==> src/rtl/multicycle_ctrl_fsm_pkg.sv <==
// rtl/multicycle_ctrl_fsm_pkg.sv - shared encodings for the multicycle controller
// Purpose: state encodings, opcode values, mux select codes and trap causes
//          shared by the controller and its bench.
// Ports:   none (package)
package multicycle_ctrl_fsm_pkg;

    typedef enum logic [3:0] {
        ST_FETCH    = 4'd0,
        ST_DECODE   = 4'd1,
        ST_EXEC_R   = 4'd2,
        ST_EXEC_I   = 4'd3,
        ST_WB_ALU   = 4'd4,
        ST_MEM_ADDR = 4'd5,
        ST_MEM_ACC  = 4'd6,
        ST_MEM_WB   = 4'd7,
        ST_BRANCH   = 4'd8,
        ST_JUMP     = 4'd9,
        ST_TRAP     = 4'd10
    } state_t;

    localparam logic [5:0] OP_R    = 6'h00;
    localparam logic [5:0] OP_ADDI = 6'h08;
    localparam logic [5:0] OP_LW   = 6'h23;
    localparam logic [5:0] OP_SW   = 6'h2B;
    localparam logic [5:0] OP_BEQ  = 6'h04;
    localparam logic [5:0] OP_J    = 6'h02;

    localparam logic [1:0] ALUOP_ADD   = 2'd0;
    localparam logic [1:0] ALUOP_SUB   = 2'd1;
    localparam logic [1:0] ALUOP_FUNCT = 2'd2;

    localparam logic [1:0] PCSRC_ALU    = 2'd0;
    localparam logic [1:0] PCSRC_BRANCH = 2'd1;
    localparam logic [1:0] PCSRC_JUMP   = 2'd2;
    localparam logic [1:0] PCSRC_TRAP   = 2'd3;

    localparam logic [1:0] SRC2_REGB   = 2'd0;
    localparam logic [1:0] SRC2_FOUR   = 2'd1;
    localparam logic [1:0] SRC2_IMM    = 2'd2;
    localparam logic [1:0] SRC2_IMM_SH = 2'd3;

    localparam logic [1:0] CAUSE_NONE    = 2'd0;
    localparam logic [1:0] CAUSE_ILLEGAL = 2'd1;
    localparam logic [1:0] CAUSE_TIMEOUT = 2'd2;

endpackage

==> src/rtl/multicycle_ctrl_fsm_wait_timer.sv <==
// rtl/multicycle_ctrl_fsm_wait_timer.sv - saturating wait counter with expiry flag
// Purpose: counts cycles spent waiting on memory; flags expiry at TIMEOUT-1.
// Ports:   CLK, Reset (async, active-high), clear, enable -> expire
module ctrl_wait_timer #(
    parameter int TIMEOUT = 16,
    parameter int CNT_W   = 8
) (
    input  logic CLK,
    input  logic Reset,
    input  logic clear,
    input  logic enable,
    output logic expire
);

    localparam logic [CNT_W-1:0] LAST = CNT_W'(TIMEOUT - 1);

    logic [CNT_W-1:0] wait_cnt;

    assign expire = (wait_cnt == LAST);

    // Clear wins over enable; the count stops at LAST so it can never wrap.
    always_ff @(posedge CLK or posedge Reset) begin
        if (Reset) begin
            wait_cnt <= '0;
        end else if (clear) begin
            wait_cnt <= '0;
        end else if (enable && !expire) begin
            wait_cnt <= wait_cnt + CNT_W'(1);
        end
    end

endmodule

==> src/rtl/multicycle_ctrl_fsm.sv <==
// rtl/multicycle_ctrl_fsm.sv - multicycle datapath controller FSM
// Purpose: Moore controller sequencing fetch/decode/execute/memory/writeback,
//          with memory-ready handshake, global stall, memory timeout and
//          illegal-opcode trap.
// Ports:   CLK, Reset (async, active-high), Opcode, Zero, mem_ready, stall in;
//          PCSource, ALUsrc1, ALUsrc2, ALUOp, PCWrite, MemRead, MemWrite,
//          IRWrite, RegWrite, MemtoReg, WriteBlocker, trap, trap_cause,
//          state_dbg out.
module multicycle_ctrl_fsm
    import multicycle_ctrl_fsm_pkg::*;
#(
    parameter int OPCODE_W = 6,
    parameter int ALUOP_W  = 2,
    parameter int PCSRC_W  = 2,
    parameter int TIMEOUT  = 16
) (
    input  logic                CLK,
    input  logic                Reset,
    input  logic [OPCODE_W-1:0] Opcode,
    input  logic                Zero,
    input  logic                mem_ready,
    input  logic                stall,
    output logic [PCSRC_W-1:0]  PCSource,
    output logic                ALUsrc1,
    output logic [1:0]          ALUsrc2,
    output logic [ALUOP_W-1:0]  ALUOp,
    output logic                PCWrite,
    output logic                MemRead,
    output logic                MemWrite,
    output logic                IRWrite,
    output logic                RegWrite,
    output logic                MemtoReg,
    output logic                WriteBlocker,
    output logic                trap,
    output logic [1:0]          trap_cause,
    output logic [3:0]          state_dbg
);

    state_t              state, state_n;
    logic [OPCODE_W-1:0] op_q;
    logic [1:0]          cause_q, cause_n;
    logic                cause_we;
    logic                in_trap_d;
    logic                waiting, tmr_clear, tmr_enable, tmr_expire;

    logic op_lw_q, op_sw_q;
    assign op_lw_q = (op_q == OPCODE_W'(OP_LW));
    assign op_sw_q = (op_q == OPCODE_W'(OP_SW));

    // Only FETCH and MEM_ACC wait on memory.
    assign waiting    = (state == ST_FETCH) || (state == ST_MEM_ACC);
    // Stall freezes the counter; otherwise any completion or state exit clears it.
    assign tmr_enable = !stall && waiting && !mem_ready;
    assign tmr_clear  = !stall && (!waiting || mem_ready || (state_n != state));

    ctrl_wait_timer #(
        .TIMEOUT (TIMEOUT),
        .CNT_W   (8)
    ) u_wait_timer (
        .CLK    (CLK),
        .Reset  (Reset),
        .clear  (tmr_clear),
        .enable (tmr_enable),
        .expire (tmr_expire)
    );

    // Next state. Stall holds everything; mem_ready beats an expiring timer.
    always_comb begin
        state_n  = state;
        cause_n  = cause_q;
        cause_we = 1'b0;
        if (!stall) begin
            case (state)
                ST_FETCH: begin
                    if (mem_ready) begin
                        state_n = ST_DECODE;
                    end else if (tmr_expire) begin
                        state_n  = ST_TRAP;
                        cause_n  = CAUSE_TIMEOUT;
                        cause_we = 1'b1;
                    end
                end
                ST_DECODE: begin
                    if (Opcode == OPCODE_W'(OP_R)) begin
                        state_n = ST_EXEC_R;
                    end else if (Opcode == OPCODE_W'(OP_ADDI)) begin
                        state_n = ST_EXEC_I;
                    end else if (Opcode == OPCODE_W'(OP_LW) || Opcode == OPCODE_W'(OP_SW)) begin
                        state_n = ST_MEM_ADDR;
                    end else if (Opcode == OPCODE_W'(OP_BEQ)) begin
                        state_n = ST_BRANCH;
                    end else if (Opcode == OPCODE_W'(OP_J)) begin
                        state_n = ST_JUMP;
                    end else begin
                        state_n  = ST_TRAP;
                        cause_n  = CAUSE_ILLEGAL;
                        cause_we = 1'b1;
                    end
                end
                ST_EXEC_R, ST_EXEC_I: state_n = ST_WB_ALU;
                ST_MEM_ADDR:          state_n = ST_MEM_ACC;
                ST_MEM_ACC: begin
                    if (mem_ready) begin
                        state_n = op_lw_q ? ST_MEM_WB : ST_FETCH;
                    end else if (tmr_expire) begin
                        state_n  = ST_TRAP;
                        cause_n  = CAUSE_TIMEOUT;
                        cause_we = 1'b1;
                    end
                end
                default: state_n = ST_FETCH;
            endcase
        end
    end

    always_ff @(posedge CLK or posedge Reset) begin
        if (Reset) begin
            state     <= ST_FETCH;
            op_q      <= '0;
            cause_q   <= CAUSE_NONE;
            in_trap_d <= 1'b0;
        end else begin
            state     <= state_n;
            in_trap_d <= (state == ST_TRAP);
            if (state == ST_DECODE && !stall) begin
                op_q <= Opcode;
            end
            if (cause_we) begin
                cause_q <= cause_n;
            end
        end
    end

    // Moore output decode; everything is forced low while Reset is asserted.
    always_comb begin
        PCSource     = '0;
        ALUsrc1      = 1'b0;
        ALUsrc2      = SRC2_REGB;
        ALUOp        = '0;
        PCWrite      = 1'b0;
        MemRead      = 1'b0;
        MemWrite     = 1'b0;
        IRWrite      = 1'b0;
        RegWrite     = 1'b0;
        MemtoReg     = 1'b0;
        WriteBlocker = 1'b0;
        trap         = 1'b0;
        trap_cause   = 2'd0;
        state_dbg    = 4'd0;
        if (!Reset) begin
            state_dbg  = state;
            trap_cause = cause_q;
            case (state)
                ST_FETCH: begin
                    MemRead = 1'b1;
                    ALUsrc2 = SRC2_FOUR;
                    ALUOp   = ALUOP_W'(ALUOP_ADD);
                    IRWrite = mem_ready;
                    PCWrite = mem_ready;
                end
                ST_DECODE: begin
                    ALUsrc2 = SRC2_IMM_SH;
                    ALUOp   = ALUOP_W'(ALUOP_ADD);
                end
                ST_EXEC_R: begin
                    ALUsrc1 = 1'b1;
                    ALUsrc2 = SRC2_REGB;
                    ALUOp   = ALUOP_W'(ALUOP_FUNCT);
                end
                ST_EXEC_I, ST_MEM_ADDR: begin
                    ALUsrc1 = 1'b1;
                    ALUsrc2 = SRC2_IMM;
                    ALUOp   = ALUOP_W'(ALUOP_ADD);
                end
                ST_WB_ALU: RegWrite = 1'b1;
                ST_MEM_ACC: begin
                    MemRead  = op_lw_q;
                    MemWrite = op_sw_q;
                end
                ST_MEM_WB: begin
                    RegWrite = 1'b1;
                    MemtoReg = 1'b1;
                end
                ST_BRANCH: begin
                    ALUsrc1  = 1'b1;
                    ALUsrc2  = SRC2_REGB;
                    ALUOp    = ALUOP_W'(ALUOP_SUB);
                    PCSource = PCSRC_W'(PCSRC_BRANCH);
                    PCWrite  = Zero;
                end
                ST_JUMP: begin
                    PCSource = PCSRC_W'(PCSRC_JUMP);
                    PCWrite  = 1'b1;
                end
                ST_TRAP: begin
                    PCSource     = PCSRC_W'(PCSRC_TRAP);
                    PCWrite      = 1'b1;
                    WriteBlocker = 1'b1;
                    // A stalled TRAP lingers; the pulse marks only the entry cycle.
                    trap         = !in_trap_d;
                end
                default: ;
            endcase
            if (stall) begin
                PCWrite  = 1'b0;
                IRWrite  = 1'b0;
                RegWrite = 1'b0;
                MemWrite = 1'b0;
            end
        end
    end

endmodule
==> config.mk <==
export PLATFORM = sky130hd
export DESIGN_NAME = multicycle_ctrl_fsm
export DESIGN_NICKNAME = d
export VERILOG_FILES = /design/src/rtl/multicycle_ctrl_fsm_pkg.sv /design/src/rtl/multicycle_ctrl_fsm_wait_timer.sv /design/src/rtl/multicycle_ctrl_fsm.sv
export SDC_FILE = /design/constraint.sdc
export NUM_CORES = 1
export LEC_CHECK = 0
export ABC_AREA = 1
export CAP_MARGIN = 5
export CORE_ASPECT_RATIO = 0.5
export CORE_UTILIZATION = 45
export DETAILED_ROUTE_END_ITERATION = 8
export PLACE_DENSITY = 0.71
export SYNTH_ARGS = -nofsm -noshare
export SYNTH_HDL_FRONTEND = slang
export SYNTH_HIERARCHICAL = 1
export SYNTH_SLANG_ARGS = --single-unit
==> constraint.sdc <==
create_clock -name CLK -period 5.38 [get_ports CLK]
set_input_delay 1.614 -clock CLK [delete_from_list [all_inputs] [get_ports CLK]]
set_output_delay 1.614 -clock CLK [all_outputs]
set_load 0.03 [all_outputs]
==> results of run 1 <==
layer usage:
metal  GRT usage, %  vias to the layer above
met5              0                        -
li1               -                      823
met3          4.190                        4
met2          36.61                       40
met4          7.119                        0
met1          29.28                      690
per-stage QoR:
stage / total power (W) / cell area, sq um / cells / setup slack (ns)
final: 0.0005928 / 1956 / 312 / 0.3441
after detailed placement: 0.0004853 / 1907 / 308 / 0.3470
after CTS: 0.0005974 / 1956 / 312 / 0.3459
after global routing: 0.0006365 / 1956 / 312 / 0.2430
after global placement: 0.0004827 / 1907 / 308 / 0.3692
after floorplan: 0.0004098 / 1554 / 238 / 0.4870
state kept, by name, indices dropped and copies added, names as in the netlist:
register,cells
cause_q,2
u_wait_timer/wait_cnt,8
in_trap_d,1
state,4
op_q,6
worst register-to-register path, cell delays in order, from the launching register on:
cell and delay [ns]:
sky130_fd_sc_hd__dfrtp_1 0.39, sky130_fd_sc_hd__ha_1 0.22, sky130_fd_sc_hd__nand3_2 0.14, sky130_fd_sc_hd__nor2_4 0.19, sky130_fd_sc_hd__inv_1 0.07, sky130_fd_sc_hd__nor2_1 0.18
sky130_fd_sc_hd__nand2_1 0.10, sky130_fd_sc_hd__nand3b_1 0.09, sky130_fd_sc_hd__nand2_1 0.06, sky130_fd_sc_hd__inv_1 0.13, sky130_fd_sc_hd__inv_1 0.16, sky130_fd_sc_hd__nand2_1 0.13
sky130_fd_sc_hd__nand2_1 0.06, sky130_fd_sc_hd__nand2_1 0.06
power groups by stage:
stage	logic [W]	registers, W	clock network [W]
floorplan	0.000193	0.000217	0
CTS	0.000262	0.000222	0.000114
global route	0.000291	0.000228	0.000118
global placement	0.000259	0.000224	0
finish	0.000260	0.000223	0.000110
detailed placement	0.000261	0.000225	0
cells in the final DEF, fill, tap and decap left out, types with 2 or more instances in the layout:
cell type                          n
sky130_fd_sc_hd__a21oi_1           4
sky130_fd_sc_hd__buf_4             3
sky130_fd_sc_hd__clkbuf_8          3
sky130_fd_sc_hd__clkdlybuf4s50_1  31
sky130_fd_sc_hd__dfrtp_1          21
sky130_fd_sc_hd__inv_1            28
sky130_fd_sc_hd__inv_2             6
sky130_fd_sc_hd__nand2_1          63
sky130_fd_sc_hd__nand2_2           6
sky130_fd_sc_hd__nand3_1          20
sky130_fd_sc_hd__nand4_1           7
sky130_fd_sc_hd__nor2_1           43
sky130_fd_sc_hd__nor2_2            5
sky130_fd_sc_hd__nor2_4            4
sky130_fd_sc_hd__nor3_1            5
sky130_fd_sc_hd__o211ai_1          2
sky130_fd_sc_hd__o21ai_1           5
sky130_fd_sc_hd__xor2_1            2
cell type report:
class,count,share of cell area (%)
multi-input cells,179,44.53
flip-flops and latches,21,26.87
repair buffers,34,17.02
inverters,34,6.526
well taps,40,2.559
clock buffers,3,2.111
clock inverters,1,0.3839
cells by family after synthesis:
logic type / Yosys count
fa+ha+maj: 1
compound gates: 17
xor+xnor: 2
simple gates: 158
mux: 1
flops: 21
buf+inv: 38
path summary, 6_finish.rpt:
check,start,depth (start not counted),end
max in group asynchronous,Reset,3,u_wait_timer/wait_cnt[6]
worst max register to register,u_wait_timer/wait_cnt[1],13,u_wait_timer/wait_cnt[3]
worst max-delay path,Reset,5,MemWrite
min in group asynchronous,Reset,3,in_trap_d
worst min register to register,cause_q[1],2,cause_q[1]
worst min-delay path,cause_q[1],2,cause_q[1]
==> impl_metrics.xml, run 1 <==
<?xml version="1.0" encoding="UTF-8"?>
<metrics>
  <group name="status">
    <metric name="run_status" unit="">completed</metric>
  </group>
  <group name="die">
    <metric name="dieWidth" unit="um">85.11</metric>
    <metric name="rows" unit="">14</metric>
    <metric name="boundaryPins" unit="">32</metric>
    <metric name="floorplan.die_area" unit="sq mm">0.003707</metric>
    <metric name="die_y" unit="um">43.56</metric>
    <metric name="core_region_area" unit="sq mm">0.003136</metric>
    <metric name="floorplan.initialDensity" unit="%">49.56</metric>
  </group>
  <group name="logic_synthesis">
    <metric name="synth-main-ff-cell" unit="">sky130_fd_sc_hd__dfrtp_1</metric>
    <metric name="synth_adder_area_share" unit="%">0.8052</metric>
    <metric name="synthDistinctLibCells" unit="">30</metric>
    <metric name="postSynth.asyncResetShare" unit="%">100.0</metric>
    <metric name="mean_post_synth_cell_area" unit="sq um">6.529</metric>
    <metric name="synth.largest_area_cell" unit="">sky130_fd_sc_hd__dfrtp_1</metric>
    <metric name="synth-compound-area-share" unit="%">6.683</metric>
    <metric name="xor_and_xnor_fraction_of_the_mapped_netlist_area" unit="%">1.127</metric>
    <metric name="synth.cells.most_frequent" unit="">sky130_fd_sc_hd__nand2_1 (63), sky130_fd_sc_hd__nor2_1 (43), sky130_fd_sc_hd__inv_1 (28), sky130_fd_sc_hd__dfrtp_1 (21), sky130_fd_sc_hd__nand3_1 (20)</metric>
    <metric name="yosys.cell_count.top_type" unit="">sky130_fd_sc_hd__nand2_1</metric>
    <metric name="synthTopCellsByArea" unit="">sky130_fd_sc_hd__dfrtp_1 (34%), sky130_fd_sc_hd__nand2_1 (15%), sky130_fd_sc_hd__nor2_1 (10%)</metric>
    <metric name="synth_simple_gate_area_share" unit="%">46.46</metric>
    <metric name="main_combinational_cell_family_by_area_after_synthesis" unit="">simple AND/OR/NAND/NOR gates</metric>
    <metric name="synth_seq_area_share" unit="%">33.82</metric>
    <metric name="synth_fp_nets" unit="">250</metric>
    <metric name="synth_largest_type_area_fraction" unit="%">33.82</metric>
    <metric name="ffs_latches_synth" unit="">21</metric>
    <metric name="post_synth_inst_count" unit="">238</metric>
    <metric name="post_synth_edffs" unit="">0</metric>
    <metric name="mappedNetlistArea" unit="sq mm">0.001554</metric>
    <metric name="synthMuxAreaShare" unit="%">0.9662</metric>
    <metric name="ys.warnings.count" unit="">6</metric>
  </group>
  <group name="flow_run">
    <metric name="max_cap_violations" unit="">0</metric>
  </group>
  <group name="worst_setup_path">
    <metric name="cp_max_fo" unit="">6</metric>
    <metric name="data_arrival_time_of_the_critical_path" unit="ns">3.42</metric>
    <metric name="worst_path_largest_cell_delay" unit="ns">0.72</metric>
    <metric name="cells_along_the_critical_path" unit="">clkdlybuf4s50_1 -&gt; nor2_1 -&gt; inv_1 -&gt; nor4_1 -&gt; clkdlybuf4s50_1</metric>
    <metric name="cp_top_family" unit="">buffers and inverters</metric>
    <metric name="cp_num_buf_inv" unit="">3</metric>
    <metric name="startpoint_type" unit="">input port</metric>
    <metric name="crit_required" unit="ns">3.77</metric>
    <metric name="crit_top_cell" unit="">sky130_fd_sc_hd__clkdlybuf4s50_1</metric>
    <metric name="path_class" unit="">input port to output pin</metric>
    <metric name="slowest_stage" unit="">sky130_fd_sc_hd__clkdlybuf4s50_1</metric>
    <metric name="r2r_setup_slack" unit="ns">3.35</metric>
    <metric name="critPathCaptureType" unit="">output pin</metric>
  </group>
  <group name="layout">
    <metric name="insertedDiodeCount" unit="">0</metric>
    <metric name="multi_input_comb_area" unit="sq um">870.8</metric>
    <metric name="register_area" unit="sq um">525.5</metric>
    <metric name="final_nets" unit="">285</metric>
    <metric name="filler_cell_count" unit="">287</metric>
    <metric name="syn_to_final_growth" unit="%">25.85</metric>
    <metric name="layout_cells_sized_above_1" unit="%">12.13</metric>
    <metric name="finalCoreUtilization" unit="%">62.37</metric>
  </group>
  <group name="timing">
    <metric name="finalCritPeriodShare" unit="%">93.60</metric>
    <metric name="relative_slew_slack" unit="%">71.49</metric>
    <metric name="layout_min_cycle_time" unit="ns">5.036</metric>
    <metric name="final_hold_viol_count" unit="">0</metric>
    <metric name="achievable-frequency" unit="MHz">198.6</metric>
    <metric name="fin_skew" unit="ns">0.001283</metric>
    <metric name="worst_slew_pin_slew" unit="ns">0.4169</metric>
    <metric name="total_of_endpoints_with_negative_setup_slack_in_the_final_report" unit="">0</metric>
    <metric name="final_number_of_max_transition_violations" unit="">0</metric>
    <metric name="hold_slack" unit="ns">0.4727</metric>
    <metric name="rsz0062_at_grt" unit="">no</metric>
    <metric name="total_negative_setup_slack" unit="ns">0</metric>
  </group>
  <group name="clock_tree">
    <metric name="worst_setup_hold_path_clk_slew" unit="ns">0.08</metric>
    <metric name="worst_skew_pair.late_latency" unit="ns">0.27</metric>
    <metric name="cts_htree_levels" unit="">1</metric>
    <metric name="post-cts-setup-buffer-count" unit="">0</metric>
    <metric name="clock_sinks" unit="">21</metric>
    <metric name="cts_tree" unit="">built</metric>
    <metric name="ctsHoldBuffers" unit="">0</metric>
    <metric name="post_cts_gate_resize_count" unit="">0</metric>
    <metric name="buffer_depth_of_the_longest_clock_path" unit="">2</metric>
    <metric name="numCtsBuffers" unit="">3</metric>
    <metric name="buffer_cell_driving_the_clock_tree_root" unit="">sky130_fd_sc_hd__clkbuf_8</metric>
  </group>
  <group name="grt">
    <metric name="grt_start_max_net_pins" unit="">14</metric>
    <metric name="globalRoute.totalOverflow" unit="">0</metric>
    <metric name="initial_antenna_violation_count" unit="">0</metric>
    <metric name="grt_pass1_wl" unit="um">6244</metric>
    <metric name="grt.total_usage" unit="%">21.86</metric>
    <metric name="first_global_vias" unit="">1404</metric>
  </group>
  <group name="power_and_ir_drop">
    <metric name="intPower" unit="W">0.0003466</metric>
    <metric name="leakagePower" unit="nW">0.9444</metric>
    <metric name="share_of_total_power_consumed_by_net_switching" unit="%">41.52</metric>
    <metric name="power.net_switching" unit="W">0.0002461</metric>
    <metric name="power_density" unit="mW/mm^2">303.1</metric>
    <metric name="seqPwrFrac" unit="%">37.6</metric>
    <metric name="irDropWorstVdd" unit="mV">0.1391</metric>
    <metric name="power_frac_comb" unit="%">43.9</metric>
    <metric name="power.share.clock" unit="%">18.5</metric>
  </group>
  <group name="detailed_routing">
    <metric name="detail_route.wirelength.met1" unit="um">1827</metric>
    <metric name="final_antenna_net_count" unit="">0</metric>
    <metric name="detailed_routed_wire_length_on_met3" unit="um">182</metric>
    <metric name="post_drt_via_cell_ratio" unit="">4.990</metric>
    <metric name="drt_drc_violations_left" unit="">0</metric>
    <metric name="maxUsedRoutingLayer" unit="">met4</metric>
    <metric name="dr.first_iter.drc_count" unit="">127</metric>
    <metric name="wirelength" unit="um">3574</metric>
    <metric name="drtPass1Iterations" unit="">4</metric>
    <metric name="via_count" unit="">1557</metric>
    <metric name="routedWlPerCell" unit="um">11.46</metric>
    <metric name="wl_met2" unit="um">1523</metric>
  </group>
  <group name="worst_hold_path">
    <metric name="hp-class" unit="">flop to flop</metric>
  </group>
  <group name="place">
    <metric name="port_buffers" unit="">31</metric>
    <metric name="dp.final_hpwl" unit="um">2830</metric>
    <metric name="globalplace.congestion" unit="">0.8972</metric>
  </group>
</metrics>
Power figures use the tool's default switching activity.
==> inputs of run 2 (changes only) <==
--- a/config.mk
+++ b/config.mk
@@ -10,7 +10,7 @@
 export CORE_ASPECT_RATIO = 0.5
 export CORE_UTILIZATION = 45
 export DETAILED_ROUTE_END_ITERATION = 8
-export PLACE_DENSITY = 0.71
+export PLACE_DENSITY = 0.84
 export SYNTH_ARGS = -nofsm -noshare
 export SYNTH_HDL_FRONTEND = slang
 export SYNTH_HIERARCHICAL = 1
==> run 2 against run 1 <==
Effect of this change: cell area down 0.38%; sequential power about the same; utilization is 0.24 points lower; cell count fell by 0.32%; die area unchanged; wire length increased by 4.1%; non-clock buffer count fell by 1; largest power group unchanged; power about the same; critical endpoint unchanged; maximum frequency is 0.55% higher.
==> impl_metrics.xml, run 2 (synthesized netlist as in run 1, its figures left out) <==
<?xml version="1.0" encoding="UTF-8"?>
<metrics>
  <group name="clock_tree">
    <metric name="buffer_cell_driving_the_clock_tree_root" unit="">sky130_fd_sc_hd__clkbuf_8</metric>
    <metric name="worst_skew_pair.late_latency" unit="ns">0.27</metric>
    <metric name="numCtsBuffers" unit="">3</metric>
    <metric name="buffer_depth_of_the_longest_clock_path" unit="">2</metric>
    <metric name="cts_htree_levels" unit="">1</metric>
    <metric name="worst_setup_hold_path_clk_slew" unit="ns">0.08</metric>
    <metric name="cts_tree" unit="">built</metric>
    <metric name="clock_sinks" unit="">21</metric>
    <metric name="post-cts-setup-buffer-count" unit="">0</metric>
    <metric name="ctsHoldBuffers" unit="">0</metric>
    <metric name="post_cts_gate_resize_count" unit="">0</metric>
  </group>
  <group name="detailed_routing">
    <metric name="via_count" unit="">1629</metric>
    <metric name="routedWlPerCell" unit="um">11.96</metric>
    <metric name="dr.first_iter.drc_count" unit="">114</metric>
    <metric name="drtPass1Iterations" unit="">4</metric>
    <metric name="final_antenna_net_count" unit="">0</metric>
    <metric name="post_drt_via_cell_ratio" unit="">5.238</metric>
    <metric name="drt_drc_violations_left" unit="">0</metric>
    <metric name="wirelength" unit="um">3721</metric>
  </group>
  <group name="timing">
    <metric name="total_negative_setup_slack" unit="ns">0</metric>
    <metric name="hold_slack" unit="ns">0.4840</metric>
    <metric name="worst_slew_pin_slew" unit="ns">0.3694</metric>
    <metric name="total_of_endpoints_with_negative_setup_slack_in_the_final_report" unit="">0</metric>
    <metric name="achievable-frequency" unit="MHz">199.7</metric>
    <metric name="final_hold_viol_count" unit="">0</metric>
    <metric name="finalCritPeriodShare" unit="%">93.09</metric>
    <metric name="rsz0062_at_grt" unit="">no</metric>
    <metric name="fin_skew" unit="ns">0.003426</metric>
    <metric name="final_number_of_max_transition_violations" unit="">0</metric>
    <metric name="layout_min_cycle_time" unit="ns">5.008</metric>
    <metric name="relative_slew_slack" unit="%">74.74</metric>
  </group>
  <group name="worst_hold_path">
    <metric name="hp-class" unit="">flop to flop</metric>
  </group>
  <group name="place">
    <metric name="globalplace.congestion" unit="">0.9397</metric>
    <metric name="port_buffers" unit="">31</metric>
    <metric name="dp.final_hpwl" unit="um">2959</metric>
  </group>
  <group name="power_and_ir_drop">
    <metric name="power_frac_comb" unit="%">44.0</metric>
    <metric name="irDropWorstVdd" unit="mV">0.09026</metric>
    <metric name="power.share.clock" unit="%">18.4</metric>
    <metric name="power_density" unit="mW/mm^2">304.3</metric>
    <metric name="power.total" unit="W">0.0005929</metric>
    <metric name="seqPwrFrac" unit="%">37.5</metric>
    <metric name="intPower" unit="W">0.0003461</metric>
    <metric name="leakagePower" unit="nW">0.9396</metric>
    <metric name="power.net_switching" unit="W">0.0002468</metric>
    <metric name="share_of_total_power_consumed_by_net_switching" unit="%">41.63</metric>
  </group>
  <group name="layout">
    <metric name="biggestRegsByFlops" unit="">u_wait_timer/wait_cnt x8, op_q x6, state x4</metric>
    <metric name="largest_reg_flops" unit="">8</metric>
    <metric name="insertedDiodeCount" unit="">0</metric>
    <metric name="final_common_cell" unit="">sky130_fd_sc_hd__nand2_1</metric>
    <metric name="filler_cell_count" unit="">284</metric>
    <metric name="final_nets" unit="">284</metric>
    <metric name="layout_cells_sized_above_1" unit="%">11.81</metric>
    <metric name="layout.cells.most_common_list" unit="">sky130_fd_sc_hd__nand2_1 (63), sky130_fd_sc_hd__nor2_1 (43), sky130_fd_sc_hd__clkdlybuf4s50_1 (31), sky130_fd_sc_hd__inv_1 (28), sky130_fd_sc_hd__dfrtp_1 (21)</metric>
    <metric name="syn_to_final_growth" unit="%">25.36</metric>
    <metric name="largest-register" unit="">u_wait_timer/wait_cnt</metric>
  </group>
  <group name="flow_run">
    <metric name="max_cap_violations" unit="">0</metric>
  </group>
  <group name="grt">
    <metric name="grt_start_max_net_pins" unit="">19</metric>
    <metric name="first_global_vias" unit="">1436</metric>
    <metric name="grt.total_usage" unit="%">22.45</metric>
    <metric name="globalRoute.totalOverflow" unit="">0</metric>
    <metric name="grt_pass1_wl" unit="um">6417</metric>
    <metric name="initial_antenna_violation_count" unit="">0</metric>
  </group>
  <group name="worst_setup_path">
    <metric name="r2r_setup_slack" unit="ns">3.39</metric>
    <metric name="data_arrival_time_of_the_critical_path" unit="ns">3.39</metric>
    <metric name="crit_required" unit="ns">3.77</metric>
    <metric name="cp_max_fo" unit="">6</metric>
    <metric name="critPathCaptureType" unit="">output pin</metric>
    <metric name="startpoint_type" unit="">input port</metric>
    <metric name="path_class" unit="">input port to output pin</metric>
  </group>
  <group name="die">
    <metric name="die_y" unit="um">43.56</metric>
    <metric name="boundaryPins" unit="">32</metric>
    <metric name="rows" unit="">14</metric>
    <metric name="floorplan.initialDensity" unit="%">49.56</metric>
    <metric name="floorplan.die_area" unit="sq mm">0.003707</metric>
    <metric name="dieWidth" unit="um">85.11</metric>
    <metric name="core_region_area" unit="sq mm">0.003136</metric>
  </group>
  <group name="status">
    <metric name="run_status" unit="">completed</metric>
  </group>
</metrics>
run 2: cell count changes in the layout (fill, tap and decap cells not counted), sizes merged:
cell  delta
buf      -1
run 2: worst max-delay path, stage by stage:
cell	delay [ns]
sky130_fd_sc_hd__clkdlybuf4s50_1	0.51
sky130_fd_sc_hd__nor2_1	0.19
sky130_fd_sc_hd__inv_1	0.09
sky130_fd_sc_hd__nor4_1	0.27
sky130_fd_sc_hd__clkdlybuf4s50_1	0.71
run 2: final timing paths:
kind | from | to | cells after the start
setup / recovery | stall | MemWrite | 5
hold / removal | cause_q[0] | cause_q[0] | 2
setup reg to reg | u_wait_timer/wait_cnt[1] | u_wait_timer/wait_cnt[3] | 13
hold reg to reg | cause_q[0] | cause_q[0] | 2
max in group asynchronous | Reset | op_q[5] | 4
min in group asynchronous | Reset | u_wait_timer/wait_cnt[2] | 3
run 2: metal layers:
layer  global-route usage [%]  part of all wire (%)  wire length [um]  up-vias
li1                         -                     -                 -      823
met1                    29.34                    45              1673      737
met2                    39.35                    47              1752       64
met3                    4.000                   7.2               268        5
met4                    6.102                  0.67                25        0
met5                        0                     0                 0        -
run 2: cell type report:
cell class | instances | area [sq um] | share of cell area [%]
Tap cell | 40 | 50.05 | 2.569
Clock buffer | 3 | 41.29 | 2.119
Timing Repair Buffer | 33 | 325.3 | 16.70
Multi-Input combinational cell | 179 | 870.8 | 44.70
Clock inverter | 1 | 7.507 | 0.3854
Inverter | 34 | 127.6 | 6.551
Sequential cell | 21 | 525.5 | 26.97
run 2: power groups by stage:
stage | registers [W] | clock network, W | logic, W
floorplan | 0.000217 | 0 | 0.000193
global placement | 0.000224 | 0 | 0.000256
detailed placement | 0.000225 | 0 | 0.000260
CTS | 0.000222 | 0.000112 | 0.000262
global route | 0.000227 | 0.000119 | 0.000291
finish | 0.000223 | 0.000109 | 0.000261
run 2: stage by stage:
step / worst slack (ns) / utilization (%) / cell area, sq um / instances
after global routing: 0.2528 / 62.13 / 1948 / 311
after CTS: 0.3884 / 62.13 / 1948 / 311
final: 0.3717 / 62.13 / 1948 / 311
after floorplan: 0.4870 / - / 1554 / 238
after detailed placement: 0.3944 / 60.57 / 1899 / 307
after global placement: 0.4238 / 60.57 / 1899 / 307
==> inputs of run 3 (changes only) <==
--- a/config.mk
+++ b/config.mk
@@ -11,6 +11,7 @@
 export CORE_UTILIZATION = 45
 export DETAILED_ROUTE_END_ITERATION = 8
 export PLACE_DENSITY = 0.84
+export SKIP_CTS_REPAIR_TIMING = 1
 export SYNTH_ARGS = -nofsm -noshare
 export SYNTH_HDL_FRONTEND = slang
 export SYNTH_HIERARCHICAL = 1
==> results of run 3 <==
No change in the layout: final DEF, timing and power equal those of run 2.
